`src/rtl/shift_pkg.sv`:
```
// Shared encodings and widths for the KGP-RISC shift execute unit.
package shift_pkg;
    localparam int DATA_W  = 32;
    localparam int ADDR_W  = 5;
    localparam int SHAMT_W = 5;

    localparam logic [1:0] OP_SHLL = 2'b00;
    localparam logic [1:0] OP_SHRL = 2'b01;
    localparam logic [1:0] OP_SHRA = 2'b10;
    localparam logic [1:0] OP_RSVD = 2'b11;

    typedef enum logic [1:0] {
        S_IDLE  = 2'd0,
        S_SHIFT = 2'd1,
        S_DONE  = 2'd2
    } state_t;
endpackage

```
`src/rtl/shift_step.sv`:
```
// One-bit shift of the working value; reserved op passes the value through.
module shift_step #(
    parameter int DW = shift_pkg::DATA_W
) (
    input  logic [1:0]    op,
    input  logic [DW-1:0] w,
    output logic [DW-1:0] y
);
    import shift_pkg::*;

    always_comb begin
        y = w;
        case (op)
            OP_SHLL: y = {w[DW-2:0], 1'b0};
            OP_SHRL: y = {1'b0, w[DW-1:1]};
            OP_SHRA: y = {w[DW-1], w[DW-1:1]};
            default: y = w;
        endcase
    end
endmodule

```
`src/rtl/shift_exec_unit.sv`:
```
// Multi-cycle shift execute unit: one bit per clock, single-cycle register write-back.
module shift_exec_unit #(
    parameter int DATA_W  = shift_pkg::DATA_W,
    parameter int ADDR_W  = shift_pkg::ADDR_W,
    parameter int SHAMT_W = shift_pkg::SHAMT_W
) (
    input  logic               clk,
    input  logic               rst,
    input  logic               start,
    input  logic [1:0]         op,
    input  logic [DATA_W-1:0]  operand,
    input  logic [SHAMT_W-1:0] shamt,
    input  logic [ADDR_W-1:0]  dest_addr,
    output logic               busy,
    output logic               done,
    output logic               err,
    output logic [DATA_W-1:0]  result,
    output logic               reg_write,
    output logic [ADDR_W-1:0]  write_addr,
    output logic [DATA_W-1:0]  write_data
);
    import shift_pkg::*;

    localparam logic [SHAMT_W-1:0] CNT_ONE = {{(SHAMT_W-1){1'b0}}, 1'b1};

    state_t               state, nextState;
    logic [1:0]           opQ;
    logic [DATA_W-1:0]    workQ, resultQ, stepOut;
    logic [SHAMT_W-1:0]   countQ;
    logic [ADDR_W-1:0]    destQ;
    logic                 errFlag;

    shift_step #(.DW(DATA_W)) uStep (
        .op(opQ),
        .w (workQ),
        .y (stepOut)
    );

    always_comb begin
        nextState = state;
        case (state)
            S_IDLE: begin
                if (start)
                    nextState = (op == OP_RSVD || shamt == '0) ? S_DONE : S_SHIFT;
            end
            S_SHIFT: if (countQ == CNT_ONE) nextState = S_DONE;
            S_DONE:  nextState = S_IDLE;
            default: nextState = S_IDLE;
        endcase
    end

    // resultQ is loaded on entry to DONE so it holds the final value until the next issue
    always_ff @(posedge clk) begin
        if (rst) begin
            state   <= S_IDLE;
            opQ     <= OP_SHLL;
            workQ   <= '0;
            resultQ <= '0;
            countQ  <= '0;
            destQ   <= '0;
            errFlag <= 1'b0;
        end else begin
            state <= nextState;
            case (state)
                S_IDLE: begin
                    if (start) begin
                        opQ     <= op;
                        workQ   <= operand;
                        countQ  <= shamt;
                        destQ   <= dest_addr;
                        errFlag <= (op == OP_RSVD);
                        if (op == OP_RSVD || shamt == '0)
                            resultQ <= operand;
                    end
                end
                S_SHIFT: begin
                    workQ  <= stepOut;
                    countQ <= countQ - CNT_ONE;
                    if (countQ == CNT_ONE)
                        resultQ <= stepOut;
                end
                default: ;
            endcase
        end
    end

    assign busy       = (state != S_IDLE);
    assign done       = (state == S_DONE);
    assign err        = done && errFlag;
    assign reg_write  = done && !errFlag;
    assign result     = resultQ;
    assign write_data = resultQ;
    assign write_addr = destQ;
endmodule

```
`config.mk`:
```
export PLATFORM = sky130hd
export DESIGN_NAME = shift_exec_unit
export DESIGN_NICKNAME = d
export VERILOG_FILES = /design/src/rtl/shift_pkg.sv /design/src/rtl/shift_step.sv /design/src/rtl/shift_exec_unit.sv
export SDC_FILE = /design/constraint.sdc
export NUM_CORES = 1
export LEC_CHECK = 0
export ABC_AREA = 0
export CORE_AREA = 10 10 114 116
export DETAILED_ROUTE_END_ITERATION = 10
export DIE_AREA = 0 0 124 126
export PLACE_DENSITY_LB_ADDON = 0.25
export SETUP_SLACK_MARGIN = 0.05
export SYNTH_ARGS = -nofsm -noshare
export SYNTH_HDL_FRONTEND = slang
export SYNTH_HIERARCHICAL = 1
export SYNTH_SLANG_ARGS = --single-unit
export TNS_END_PERCENT = 100
```
`constraint.sdc`:
```
create_clock -name clk -period 1.5 [get_ports clk]
set_input_delay 0.3 -clock clk [delete_from_list [all_inputs] [get_ports clk]]
set_output_delay 0.3 -clock clk [all_outputs]
set_load 0.05 [all_outputs]
```
==> results of run 1 <==
## final timing paths
kind / from / end / slack [ns] / cells past startpoint
setup / recovery: shamt[0] / result[27] / -0.17 / 7
hold / removal: rst / result[26] / 0.32 / 3
setup reg to reg: countQ[1] / result[27] / -0.16 / 7
hold reg to reg: write_addr[0] / write_addr[0] / 0.50 / 2
## cells in the mapped netlist, types with 2 or more instances
library cell  count  area (µm²)
a211oi_1         33         248
a21oi_1          12        60.1
a22o_1            2        17.5
a22oi_1           2        15.0
a2bb2oi_1         2        17.5
buf_12            5         100
buf_2            10        50.1
buf_4            35         263
buf_6             7        78.8
clkbuf_1         12        45.0
dfxtp_1          79        1580
ha_1              2        25.0
inv_1             3        11.3
mux2i_1         124        1240
nand2_1          20        75.1
nand2b_1          4        25.0
nand3_1           3        15.0
nor2_1           37         139
nor2b_1           5        31.3
nor3_1            2        10.0
o21ai_0           2        10.0
o2bb2ai_1         2        17.5
o2bb2ai_2        29         435
## cell type report
type                            count  area [µm²]
Clock inverter                      5        81.3
Clock buffer                       11         141
Tap cell                          140         175
Antenna cell                        1        2.50
Fill cell                         660        2900
Timing Repair Buffer              179        2760
Inverter                            4        15.0
Multi-Input combinational cell    297        3030
Sequential cell                    79        1600
## registers in the layout, indices dropped and copies added, names as in the netlist
signal / count
errFlag: 1
opQ: 2
result: 32
countQ: 5
workQ: 32
write_addr: 5
state: 2
## power breakdown
part / total (W) / switching (W) / leakage (nW) / internal, W
Combinational: 0.00286 / 0.00139 / 2.00 / 0.00147
Clock: 0.00181 / 0.000824 / 0.110 / 0.000985
Sequential: 0.00258 / 0.000294 / 0.653 / 0.00229
## cell families (layout without fill, tap and decap cells)
kind of cell / after synthesis / in the layout / share of synthesized area (%)
muxes: 124 / 124 / 26.5
AOI/OAI and AO/OA: 92 / 92 / 19.3
and+or+nand+nor: 79 / 79 / 7.87
DFF: 79 / 79 / 33.7
adders and majority gates: 2 / 2 / 0.533
buffers and inverters: 75 / 199 / 12.2
other: 0 / 1 / 0
## through the flow
step           setup WS [ns]  TNS, ns  cells  instance area (µm²)  hold slack (ns)
3_5_place_dp          -0.563   -24.43    676                 6690            0.488
6_report              -0.169    -5.26    716                 7800            0.315
3_3_place_gp          -0.549   -22.52    676                 6690            0.479
5_1_grt               -0.256    -9.66    716                 7800            0.314
2_1_floorplan         0.0109        0    451                 4760            0.428
4_1_cts               -0.153    -4.18    704                 7220            0.282
## worst max-delay path: stages
cell             delay, ns
clkdlybuf4s50_1       0.43
nor3_2                0.21
buf_4                 0.15
a31oi_2               0.13
a211o_4               0.40
buf_12                0.17
o2bb2ai_2             0.15
## per-layer routing
layer	track usage, %	part of all wire, %	up-vias
li1	-	-	1857
met3	4.69	6.6	24
met4	5.01	2.2	0
met5	0	0	-
met2	26.5	50	116
met1	20.4	42	1886
## placed cells by master (no fill, tap or decap), drive strengths merged, types with 2 or more instances in the layout
| cell type | count |
|---|---|
| buf | 128 |
| mux2i | 124 |
| dfxtp | 79 |
| clkdlybuf4s50 | 45 |
| nor2 | 37 |
| a211oi | 33 |
| o2bb2ai | 31 |
| nand2 | 21 |
| clkbuf | 17 |
| a21oi | 12 |
| nor2b | 5 |
| nand2b | 4 |
| inv | 4 |
| nand3 | 3 |
| a22o | 3 |
| a22oi | 2 |
| a2bb2oi | 2 |
| o21ai | 2 |
| bufinv | 2 |
| and2 | 2 |
| nor3 | 2 |
| a31oi | 2 |
| ha | 2 |
| clkinv | 2 |
## timing repair
action / CTS / global route
endpoints found under the setup margin: 44 / 70
setup buffers: 8 / 5
cloned: 4 / 6
pin swaps: 3 / 12
resized for setup: 32 / 70
==> results.py, run 1 <==
metrics = {
    "drt": {
        "wl_um": 14400,
        "vias": 3883,
        "drtIter0Drc": 169,
        "drt_first_pass_iters": 4,
        "drc_errors": 0,
        "viasPerCell": 5.42,
        "wl_per_cell_um": 20.1,
        "drtAntennaViolNets": 0,
    },
    "synthesis": {
        "synth_cells": 451,
        "synthFlopType": "dfxtp_1",
        "ys_ff_latch": 79,
        "ys_seq_area_share_pct": 33.7,
        "syn_area_mm2": 0.00469,
        "yosysWarnings": 6,
        "synth_edf_count": 0,
        "syn_avg_cell_area_um2": 10.4,
        "syn_nets": 500,
        "synthArstFlopShare_pct": 0,
        "ys_types": 42,
    },
    "clock_network": {
        "cts_tree": "yes",
        "clk_pin_slew_ns": 0.09,
        "htree_levels": 3,
        "clock_latency_ns": 0.35,
        "cts_buffers": 9,
        "ctsHoldBuffers": 0,
        "cts_sinks": 79,
        "cts_buffer_depth": 2,
        "cts-root-buf": "clkbuf_8",
    },
    "die": {
        "initial_core_util_pct": 43.9,
        "die_area_mm2": 0.0156,
        "ioPinCount": 120,
        "floorplan.core_area_mm2": 0.0107,
        "die_x_um": 124,
        "rows": 38,
        "die_height_um": 126,
    },
    "pwr": {
        "vdd_drop_max_mv": 0.637,
        "leakagePower_nw": 2.76,
        "p_total_w": 0.00724,
        "power_density_mw_per_mm2": 929,
    },
    "worst_setup_path": {
        "cp_max_fo": 19,
        "crit_type": "input port to flop",
        "cp-end-kind": "flop",
        "cp.required_ns": 1.79,
        "crit_arrival_ns": 1.96,
        "start_kind": "input port",
    },
    "timing": {
        "skew_ns": 0.0102,
        "report.final.slew_viol_count": 0,
        "slew-limit-headroom_pct": 69.2,
        "finalSetupViolations": 55,
        "setup_ws_ns": -0.169,
        "rsz0062_at_grt": "true",
        "worstMarginPinSlew_ns": 0.462,
        "period_minus_slack_ns": 1.67,
        "fmax_mhz": 599,
        "hold_violations": 0,
        "min_period_over_period_pct": 111,
    },
    "final_layout": {
        "drive_gt1_share_pct": 43.5,
        "nNetsFinal": 619,
        "finalCoreUtilization_pct": 72.9,
        "area_delta_synth_final_pct": 66.2,
    },
    "global_routing": {
        "grt_pass1_wl_um": 20800,
        "gr-usage-all-layers_pct": 16.3,
        "overflow": 0,
        "grt_max_degree": 34,
        "grt_antenna_before_repair": 1,
        "grt_pass1_vias": 3992,
    },
    "run_status": {
        "violations": "setup timing",
        "status": "complete, but fails checks",
    },
    "job": {
        "maxCapViolCount": 0,
    },
    "worst_hold_path": {
        "hp-class": "input port to flop",
    },
    "placement": {
        "routabilityCongestion": 0.765,
        "dp.final_hpwl_um": 9020,
        "io_buffers": 119,
    },
}
No activity file was read; power rests on OpenSTA's default activity.
==> inputs of run 2 (changes only) <==
CAP_MARGIN = 20   (was unset)
==> results of run 2 <==
Final layout, timing and power as in run 1 (identical DEF).
==> RTL edit 1: new RTL, flow settings as in run 2 <==
Change the package constant `ADDR_W` from 5 to 4.
--- a/src/rtl/shift_pkg.sv
+++ b/src/rtl/shift_pkg.sv
@@ -3,3 +3,3 @@
     localparam int DATA_W  = 32;
-    localparam int ADDR_W  = 5;
+    localparam int ADDR_W  = 4;
     localparam int SHAMT_W = 5;
Interface: changed (resized dest_addr and write_addr); port bits go from 120 to 118. No check against the original RTL was run, so the function may have changed too.
==> RTL edit 1 against run 2 <==
  * The run still ends with negative setup slack left
  * Setup slack gained 0.029 ns
  * Highest routed layer unchanged
  * Sequential share of layout area is 0.28 points lower
  * Cell area grew 0.11%
  * Sequential cell count down 1
  * Synthesized area down 2.8%
  * Final cell count down 1.1%
  * Synthesized cell count down 1.1%
  * Routed wire length barely moved
  * Total power fell by 1.1%
  * Clock skew is essentially flat
  * Count of clock-buffer cells in the layout fell by 1
==> RTL edit 1: results (changes against run 2) <==
| Metric | Value |
|---|---|
| Final setup vio count | `47 (-15%)` |
| Setup Slack @ Placement | `-0.5763 ns (-0.01297 ns)` |
| Inverters | `5 (+1)` |
| Met3 routed WL | `945 um (+0.21%)` |
| # fillers | `712 (+7.9%)` |
| Buffering overhead | `34.25% (-1.1 points)` |
| Fraction of area in multi-input gates | `40.39% (+1.5 points)` |
| Initial antenna violation count | `0 (-1)` |
| Met1 Use GR | `20.06% (-0.31 points)` |
| Vias in the first global route | `3955 (-0.93%)` |
| Clk_skew | `0.009842 ns (-0.0003978 ns)` |
| Syn-to-layout area delta | `71.21%` |
| GPL Wtd Cong | `0.7742 (+1.2%)` |
| Seq area share | `20.20% (-0.28 points)` |
| Clk pwr share | `24.3% (-0.7 points)` |
| Worst-path fanout max | `7 (-12)` |
| Vias/cell | `5.511 (+1.6%)` |
| Final nets | `613 (-0.97%)` |
| Worst vdd ir | `0.5830 mV (-8.5%)` |
| Slew margin rel. | `71.79% (+2.6 points)` |
| Num sequential | `78 (-1.3%)` |
| Status | `finished with violations` |
| Met2 Resource Use GR | `28.22% (+1.7 points)` |
| Most instantiated cells after synthesis | `mux2i_1, dfxtp_1, nor2_1` |
| Clock Buffer Count | `10 (-1)` |
| Clock network share of area | `2.677% (-0.18 points)` |
| Failing checks | `negative setup slack` |
| Clock Power | `1.74 mW (-4%)` |
| Post-CTS sizing | `76 (+140%)` |
| Iter 0 DRT Violations | `217 (+28%)` |
| Ant. Diodes | `0 (-1)` |
| Post-DP Area | `6441 um^2 (-3.7%)` |
| Setup ws final | `-0.1397 ns (+0.02884 ns)` |
| Flop+latch power | `2.54 mW (-2%)` |
| Leak | `2.737 nW (-0.77%)` |
| Power per cell area | `917.8 nW/um^2 (-1.2%)` |
| WL met1 | `5638 um (-5.8%)` |
| Layout cells sized above 1 | `46.83% (+3.4 points)` |
| Distinct cell type count after synthesis | `40 (-4.8%)` |
| Tot GR Track Use | `16.67% (+0.33 points)` |
[RTL edit 1: changes by cell type after synthesis, moves of 2 or more]
cell,run 2,this run
buf_6,7,10
clkbuf_1,12,6
inv_1,3,5
nand2b_1,4,2
o2bb2ai_1,2,20
o2bb2ai_2,29,11
[RTL edit 1: cell families (layout without fill, tap and decap cells)]
| kind of cell | count (synthesis) | count (layout) | synth area share (%) |
|---|---|---|---|
| compound gates | 92 | 95 | 17.23 |
| fa+ha+maj | 2 | 2 | 0.5488 |
| buf+inv | 74 | 193 | 13.04 |
| flops | 78 | 78 | 34.25 |
| mux | 124 | 124 | 27.22 |
| simple gates | 76 | 76 | 7.712 |
[RTL edit 1: final timing paths]
check,startpoint,to,slack (ns),cells after the start
worst max register to register,state[0],result[29],-0.12,6
worst min-delay path,rst,result[26],0.43,3
worst max-delay path,shamt[1],result[25],-0.14,7
worst min register to register,write_addr[3],write_addr[3],0.50,2
==> RTL edit 2: new RTL, settings of run 2 <==
Without the edit above. Re-encode `state_t` (3 states) as one-hot, 3 bits wide.
--- a/src/rtl/shift_pkg.sv
+++ b/src/rtl/shift_pkg.sv
@@ -11,6 +11,6 @@
 
-    typedef enum logic [1:0] {
-        S_IDLE  = 2'd0,
-        S_SHIFT = 2'd1,
-        S_DONE  = 2'd2
+    typedef enum logic [2:0] {
+        S_IDLE  = 3'b001,
+        S_SHIFT = 3'b010,
+        S_DONE  = 3'b100
     } state_t;
Check against the original RTL: same outputs for any inputs over 4 cycles, from zero or initial values and one cycle with rst high; so few cycles prove little.
==> RTL edit 2 against run 2 <==
  * The flow still finishes with violations (negative setup slack)
  * Clock skew increased by 0.0013 ns
  * Routed wire length rose by 37%
  * Register-to-register slack lost 0.19 ns
  * Setup slack got worse by 0.18 ns
  * Sequential cell count grew 1
  * Synthesized area is 7.3% higher
  * Cell area rose by 11%
  * Largest cell class unchanged
Power is not compared: it rests on default switching activity, and its combinational part moved more than twofold at a synthesized area within 25%.
==> RTL edit 2: results (changes against run 2) <==
| Metric | Value |
|---|---|
| Status | `finished with violations` |
| Failing checks | `negative setup slack` |
| Buffering overhead | `36.96% (+1.6 points)` |
| Tot GR Track Use | `22.18% (+5.8 points)` |
| Worst Hold End | `countQ[2]` |
| Clock network share of area | `2.612% (-0.24 points)` |
| Yosys top cell area share | `31.81% (-1.9 points)` |
| Post-DP Area | `7144 um^2 (+6.8%)` |
| Vias in the first global route | `5201 (+30%)` |
| Final setup vio count | `84 (+53%)` |
| Cell Area, Synth | `5035 um^2 (+7.3%)` |
| Setup ws final | `-0.3475 ns (-0.1789 ns)` |
| Worst-path fanout max | `5 (-14)` |
| Worst hold path depth | `2 (-1)` |
| Synthesized instance count | `559 (+24%)` |
| Seq area share | `18.69% (-1.8 points)` |
| Clk Latency, worst-skew pair | `0.37 ns (+0.02 ns)` |
| Final nets | `740 (+20%)` |
| First-pass GRT wire length | `28040 um (+35%)` |
| Syn Nets | `608 (+22%)` |
| Layout cells sized above 1 | `50.43% (+7.0 points)` |
| Slew margin rel. | `71.42% (+2.2 points)` |
| Dpl hpwl | `10550 um (+17%)` |
| Top post-synthesis cells by area | `dfxtp_1, mux2i_1, a211oi_2` |
| Largest net degree at the start of global routing | `28 (-18%)` |
| Ant. Diodes | `0 (-1)` |
| Pre-antenna DRT Iters | `7 (+3)` |
| Critical path startpoint category | `flop` |
| DR vias | `5244 (+35%)` |
| Synth Area in Adders | `0.4970% (-0.036 points)` |
| # fillers | `593 (-10%)` |
| Fraction of area in multi-input gates | `39.54% (+0.70 points)` |
| Iter 0 DRT Violations | `471 (+180%)` |
-- RTL edit 2: worst max-delay path: stages, from the launching register on --
cell	delay, ns
dfxtp_2	0.33
inv_2	0.05
ha_1	0.12
or4b_4	0.49
mux2i_4	0.22
buf_6	0.17
buf_16	0.13
a21oi_4	0.06
a211oi_2	0.21
-- RTL edit 2: metrics by stage --
step / TNS [ns] / setup slack [ns] / total power, mW
2_1_floorplan: -5.661 / -0.1725 / 8.085
3_3_place_gp: -21.17 / -0.3986 / 11.25
3_5_place_dp: -27.71 / -0.5137 / 11.42
4_1_cts: -11.78 / -0.3060 / 13.97
5_1_grt: -22.25 / -0.3999 / 15.42
6_report: -17.47 / -0.3475 / 14.95
-- RTL edit 2: routing by layer --
metal	vias to the layer above	GRT usage [%]	share of wire, %
met5	-	0	0
met4	0	7.182	3.6
met3	63	7.283	8.7
met2	314	39.23	51
met1	2564	24.18	36
li1	2303	-	-
